`config.mk`:
```
export PLATFORM = sky130hd
export DESIGN_NAME = count_sched_flat
export DESIGN_NICKNAME = d
export VERILOG_FILES = /design/src/rtl/count_sched_if.sv /design/src/rtl/count_sched.sv /design/src/flat_wrapper.sv
export SDC_FILE = /design/constraint.sdc
export NUM_CORES = 1
export LEC_CHECK = 0
export ABC_AREA = 0
export CAP_MARGIN = 10
export CORE_MARGIN = 8
export CORE_UTILIZATION = 42
export CTS_CLUSTER_SIZE = 30
export DETAILED_ROUTE_END_ITERATION = 12
export PLACE_DENSITY_LB_ADDON = 0.25
export SLEW_MARGIN = 30
export SYNTH_ARGS = -nofsm -noshare
export SYNTH_HDL_FRONTEND = slang
export SYNTH_SLANG_ARGS = --single-unit
```
`constraint.sdc`:
```
create_clock -name clk -period 1.6 [get_ports clk]
set_input_delay 0.32 -clock clk [delete_from_list [all_inputs] [get_ports clk]]
set_output_delay 0.32 -clock clk [all_outputs]
set_load 0.02 [all_outputs]
```
`src/rtl/count_sched_if.sv`:
```
// Control/status bundle for count_sched: run controls in, counter and status out.
interface count_sched_if #(parameter int WIDTH = 4);
    logic             start;
    logic             pause;
    logic             abort;
    logic             mode;
    logic [WIDTH-1:0] term;
    logic [WIDTH-1:0] count;
    logic             tc;
    logic             busy;
    logic             done;
    logic [1:0]       state;

    modport master (
        output start, pause, abort, mode, term,
        input  count, tc, busy, done, state
    );

    modport slave (
        input  start, pause, abort, mode, term,
        output count, tc, busy, done, state
    );
endinterface

```
`src/rtl/count_sched.sv`:
```
// Run/pause/abort sequencer around a WIDTH-bit up-counter; one-shot or periodic to a latched terminal.
// Latency: all outputs registered, one edge after the controlling input; no backpressure (pause freezes the count).
module count_sched #(
    parameter int WIDTH        = 4,
    parameter int DEFAULT_TERM = 15
) (
    input logic         clk,
    input logic         reset,
    count_sched_if.slave bus
);
    localparam logic [1:0] IDLE  = 2'b00;
    localparam logic [1:0] RUN   = 2'b01;
    localparam logic [1:0] PAUSE = 2'b10;
    localparam logic [1:0] DONE  = 2'b11;

    localparam logic [WIDTH-1:0] TERM_RST = WIDTH'(DEFAULT_TERM);

    logic [1:0]       state_q, state_d;
    logic [WIDTH-1:0] count_q, count_d;
    logic [WIDTH-1:0] term_q, term_d;
    logic             mode_q, mode_d;
    logic             tc_q, tc_d;
    logic             busy_q, done_q;

    // Priority: abort > start (IDLE/DONE) > pause > terminal/increment.
    always_comb begin
        state_d = state_q;
        count_d = count_q;
        term_d  = term_q;
        mode_d  = mode_q;
        tc_d    = 1'b0;
        if (bus.abort) begin
            state_d = IDLE;
            count_d = '0;
        end else begin
            case (state_q)
                IDLE, DONE: begin
                    if (bus.start) begin
                        term_d  = bus.term;
                        mode_d  = bus.mode;
                        count_d = '0;
                        state_d = RUN;
                    end
                end
                RUN: begin
                    if (bus.pause) begin
                        state_d = PAUSE;
                    end else if (count_q == term_q) begin
                        tc_d = 1'b1;
                        if (mode_q) begin
                            count_d = '0;
                        end else begin
                            state_d = DONE;
                        end
                    end else begin
                        count_d = count_q + WIDTH'(1);
                    end
                end
                PAUSE: begin
                    // Resume edge only changes state; counting restarts on the following edge.
                    if (!bus.pause) begin
                        state_d = RUN;
                    end
                end
                default: begin
                    state_d = IDLE;
                    count_d = '0;
                end
            endcase
        end
    end

    always_ff @(posedge clk or negedge reset) begin
        if (!reset) begin
            state_q <= IDLE;
            count_q <= '0;
            term_q  <= TERM_RST;
            mode_q  <= 1'b0;
            tc_q    <= 1'b0;
            busy_q  <= 1'b0;
            done_q  <= 1'b0;
        end else begin
            state_q <= state_d;
            count_q <= count_d;
            term_q  <= term_d;
            mode_q  <= mode_d;
            tc_q    <= tc_d;
            busy_q  <= (state_d == RUN) || (state_d == PAUSE);
            done_q  <= (state_d == DONE);
        end
    end

    assign bus.count = count_q;
    assign bus.tc    = tc_q;
    assign bus.busy  = busy_q;
    assign bus.done  = done_q;
    assign bus.state = state_q;
endmodule

```
`src/flat_wrapper.sv`:
```
// flat-port wrapper written by rule: the top's interface ports become plain ports
module count_sched_flat 
#(
    parameter int WIDTH        = 4,
    parameter int DEFAULT_TERM = 15
)
  (clk, reset, bus_start, bus_pause, bus_abort, bus_mode, bus_term, bus_count, bus_tc, bus_busy, bus_done, bus_state);
  count_sched_if #(.WIDTH(WIDTH)) bus_i ();
  input logic clk;
  input logic reset;
  input wire logic [$bits(bus_i.start)-1:0] bus_start;
  input wire logic [$bits(bus_i.pause)-1:0] bus_pause;
  input wire logic [$bits(bus_i.abort)-1:0] bus_abort;
  input wire logic [$bits(bus_i.mode)-1:0] bus_mode;
  input wire logic [$bits(bus_i.term)-1:0] bus_term;
  output wire logic [$bits(bus_i.count)-1:0] bus_count;
  output wire logic [$bits(bus_i.tc)-1:0] bus_tc;
  output wire logic [$bits(bus_i.busy)-1:0] bus_busy;
  output wire logic [$bits(bus_i.done)-1:0] bus_done;
  output wire logic [$bits(bus_i.state)-1:0] bus_state;
  assign bus_i.start = bus_start;
  assign bus_i.pause = bus_pause;
  assign bus_i.abort = bus_abort;
  assign bus_i.mode = bus_mode;
  assign bus_i.term = bus_term;
  assign bus_count = bus_i.count;
  assign bus_tc = bus_i.tc;
  assign bus_busy = bus_i.busy;
  assign bus_done = bus_i.done;
  assign bus_state = bus_i.state;
  count_sched #(.WIDTH(WIDTH), .DEFAULT_TERM(DEFAULT_TERM)) u_core (.clk(clk), .reset(reset), .bus(bus_i));
endmodule
```
==> results <==
- For this configuration, the core starts out at a cell density of between 40 and 50%.
- The Yosys step of the flow raised 0 warnings.
- Entering global routing, the biggest net connects 15 pins.
- In this run the count of I/O pins placed on the die edge is 19.
- The number of placement rows is 15.
- The residual DRC count is 0.
- In the final routed layout, each cell accounts on average for 13.5 um.
- The start-to-end type of the worst setup path is register to register.
- Setup repair after global routing could not meet its margin everywhere.
- Port buffering added 18 buffers.
- The number of hold violations in the final report came to 0.
- The area overhead of the layout relative to synthesis is 64.5%.
- The routed layout has approximately 660 vias.
- The filler-free cell count of the finished design is ~140.
- The actual slew at the worst max-slew pin is 286 ps.
- The detail route stage leaves a number of antenna-violating nets equal to 0.
- The deepest level of the CTS H-tree is 1.
- The largest fanout of any net on the critical path is 6.
- By area the synthesized netlist is led by dfrtp_1 (33%), dfstp_2 (14%), mux2_1 (7.5%).
- In this run the horizontal extent of the chip is 58.3 um.
- The cell at the root of the clock tree is clkbuf_4.
- The share of synthesized area in the top cell type comes to between 30% and 40%.
- For this run, the top clock speed supported by timing is 0.597 GHz.
- The placed wire-length estimate after detailed placement is 1350 um.
- The wire length of the first global-routing pass is 2970 um.
- Of the total synthesized cell area, the portion taken by XOR and XNOR cells is under 10%.
- Across all hold checks on the routed design, the worst slack comes to 340 ps.
- Routability-driven placement finished with a final weighted congestion of roughly 0.79.
- The fraction of registers with async set/reset is 100%.
- The synthesized net count is 81.
- The synthesized netlist devotes between 6 and 7% of its cell area to adder and majority cells.
- After synthesis, flip-flops and latches occupy 47.3% of the total area.
- The internal power is 1.11 mW.
- Data arrives at the worst endpoint at 1840 ps.
- After layout, the worst path uses 105% of the clock period.
- The worst-case IR drop observed on VDD is 861 uV.
- The number of buffers on the longest clock path is 2.
- The type of the worst min-delay path is input pin to asynchronous set/reset pin.
- After synthesis, the largest family of logic cells by area is compound AO/OA/AOI/OAI gates.
- Global routing consumed, over all layers together, approximately 11% of the routing resources.
- The number of clock buffers added by TritonCTS is 3.
- The clock reaches the later pin of the worst-skew pair after 280 ps.
- The sum of overflow across all layers after global routing is 0.
- Leaving out fill and tap cells, the most frequent cells in the layout are buf_4 (23), clkdlybuf4s50_1 (12), dfrtp_1 (8), inv_1 (6), dlygate4sd2_1 (6).
- The number of antenna violations at the first check in global routing is 0.
- The relative contribution of combinational cells to total power is 52.4%.
- After the first detailed-routing iteration, the DRC count stood at 4.
- The worst setup path is captured at a register.
- The mapped netlist covers 751 sq um.
- The height of the die is 58.3 um.
- The complex-gate fraction of the synthesized area is 15.2%.
- The power per unit of standard cell area is between 1000 and 1500 nW/um^2.
- The number of enable flip-flop cells after synthesis is 0.
- The leading area contributor after synthesis is dfrtp_1.
- The proportion of layout cells with a drive suffix above 1 is 41.1%.
- The synthesized netlist devotes 12.2% of its cell area to simple gates.
- The via count of the first global-routing pass was 729.
- The tool flagged a number of max-cap violations equal to 0.
- The part of the total power dissipated in the clock network is 15.0%.
- TritonCTS built the clock tree.
- After layout, the worst setup slack is -74.9 ps.
- The synthesized instance count is between 60 and 70.
- Measured against its own limit, the worst slew margin works out to about 80%.
- The most common cell after layout, fill and taps aside is buf_4.
- The cell count after placement is 131.
- The total wire length after detailed routing is 1850 um.
- The register clock-pin slew on the reported worst setup and hold paths is around 90 ps.
- The logic depth of the worst register-to-register path is 7.
- The number of search-and-repair iterations in the first detailed-routing pass is 3.
- The final reports fail on setup timing.
- Dividing the detail-routed via count by the number of cells gives 4.78.
- For this run, the leading register cell type out of synthesis is dfrtp_1.
- The data required time of the worst path is between 1500 and 2000 ps.
- The reported net switching power is 0.598 mW.
- The floorplan step defined a die boundary enclosing around 3400 sq um.
- The mux share of post-synthesis cell area is 8.83%.
- The worst setup path is launched from a register.
- The analysis attributes to cell leakage a power of 0.550 nW.
- The number of antenna diodes in the final layout is 0.
- The area of the core is 1710 sq um.
- The run finished, with violations left.
- The number of nets in the finished design is 127.
- The tree built by TritonCTS fans out to 14 sinks.
- Dividing the synthesized area by the synthesized cell count gives 11.2 sq um.
- In this run switching power makes up a little over a third of total power.
- The smallest clock period supported by the final layout is computed as approximately 1700 ps.
- The number of max-slew violations in the final report is 0.
- The number of setup violations in the final report is 1.
- In this run, flip-flops and latches consume 32.6% of the power.
- The largest clock skew in the final design is 6.86 ps.
- The count of cell types in the netlist is 27.
- Counting flops and latches in the post-synthesis netlist gives 14.
- The fraction of the core area covered by cells at the end of the flow is 72.3%.
- The aggregate negative setup slack is -74.9 ps.
## synthesized netlist by cell type (2+ instances only)
| cell | count |
|---|---|
| nand2_1 | 2 |
| inv_1 | 7 |
| dfrtp_1 | 10 |
| mux2_1 | 5 |
| nor2_1 | 3 |
| a31oi_1 | 2 |
| ha_1 | 4 |
| nand3_1 | 3 |
| dfstp_2 | 4 |
| o22ai_1 | 2 |
| a21oi_1 | 3 |
| xnor2_1 | 5 |
| nand2b_1 | 3 |
## per-stage QoR
step	power (mW)	instance area, sq um	worst slack [ps]
after floorplan	0.971	769	-154
after global placement	1.30	1140	-259
after detailed placement	1.32	1140	-276
after CTS	1.64	1200	-82.9
after global routing	1.81	1230	-146
final	1.71	1230	-74.9
## timing repair
action,4_1_cts,5_1_grt
gates resized for setup,11,3
hold buffers,0,0
pin swaps,6,4
endpoints found under the setup margin,12,11
buffers inserted,1,1
cloned,0,0
## registers in the layout (all words and copies together) (netlist names)
| signal | flops |
|---|---|
| u_core.bus.busy | 1 |
| u_core.term_q | 4 |
| u_core.bus.done | 1 |
| u_core.mode_q | 1 |
| u_core.bus.count | 4 |
| u_core.bus.state | 2 |
| u_core.bus.tc | 1 |
## layer usage
metal | global-route usage [%] | part of all wire, % | wire [um] | up-vias
met5 | 0 | 0 | 0 | -
met4 | 4.20 | 0.54 | 10 | 0
met3 | 3.53 | 4.9 | 91 | 2
met2 | 19.4 | 48 | 891 | 12
met1 | 12.2 | 46 | 853 | 313
li1 | - | - | - | 328
## critical path: stages, from the launching register on
cell and delay (ps):
dfrtp_2 410, inv_2 60, ha_4 290, a21o_1 100
a21oi_2 60, a2111o_1 290, o41ai_2 70, ha_1 280
## kinds of logic after synthesis
kind of cell | Yosys count
fa+ha+maj | 4
flops | 14
xor+xnor | 5
buf+inv | 8
mux | 6
compound gates | 14
simple gates | 16
## layout make-up
cell class / instances / area, sq um
clock buffer: 4 / 36.3
fill: 123 / 473
inverter: 8 / 30.0
multi-input combinational: 45 / 434
sequential: 14 / 358
tap: 25 / 31.3
timing repair buffer: 41 / 345
## power by group through the flow
stage                     Clock, mW  Sequential, mW  Combinational [mW]
final                         0.256           0.557               0.893
after global routing          0.277           0.568               0.961
after CTS                     0.262           0.554               0.820
after detailed placement          0           0.560               0.760
after global placement            0           0.555               0.748
after floorplan                   0           0.591               0.380
## final timing paths
check	start	endpoint	slack, ps
max	u_core.bus.state[0]	u_core.bus.busy	-70
min	reset	u_core.bus.tc	340
max reg2reg	u_core.bus.state[0]	u_core.bus.busy	-70
min reg2reg	u_core.mode_q	u_core.mode_q	510
max in group asynchronous	reset	u_core.term_q[1]	1010
min in group clk	u_core.mode_q	u_core.mode_q	510
No activity file was read; power rests on OpenSTA's default activity.
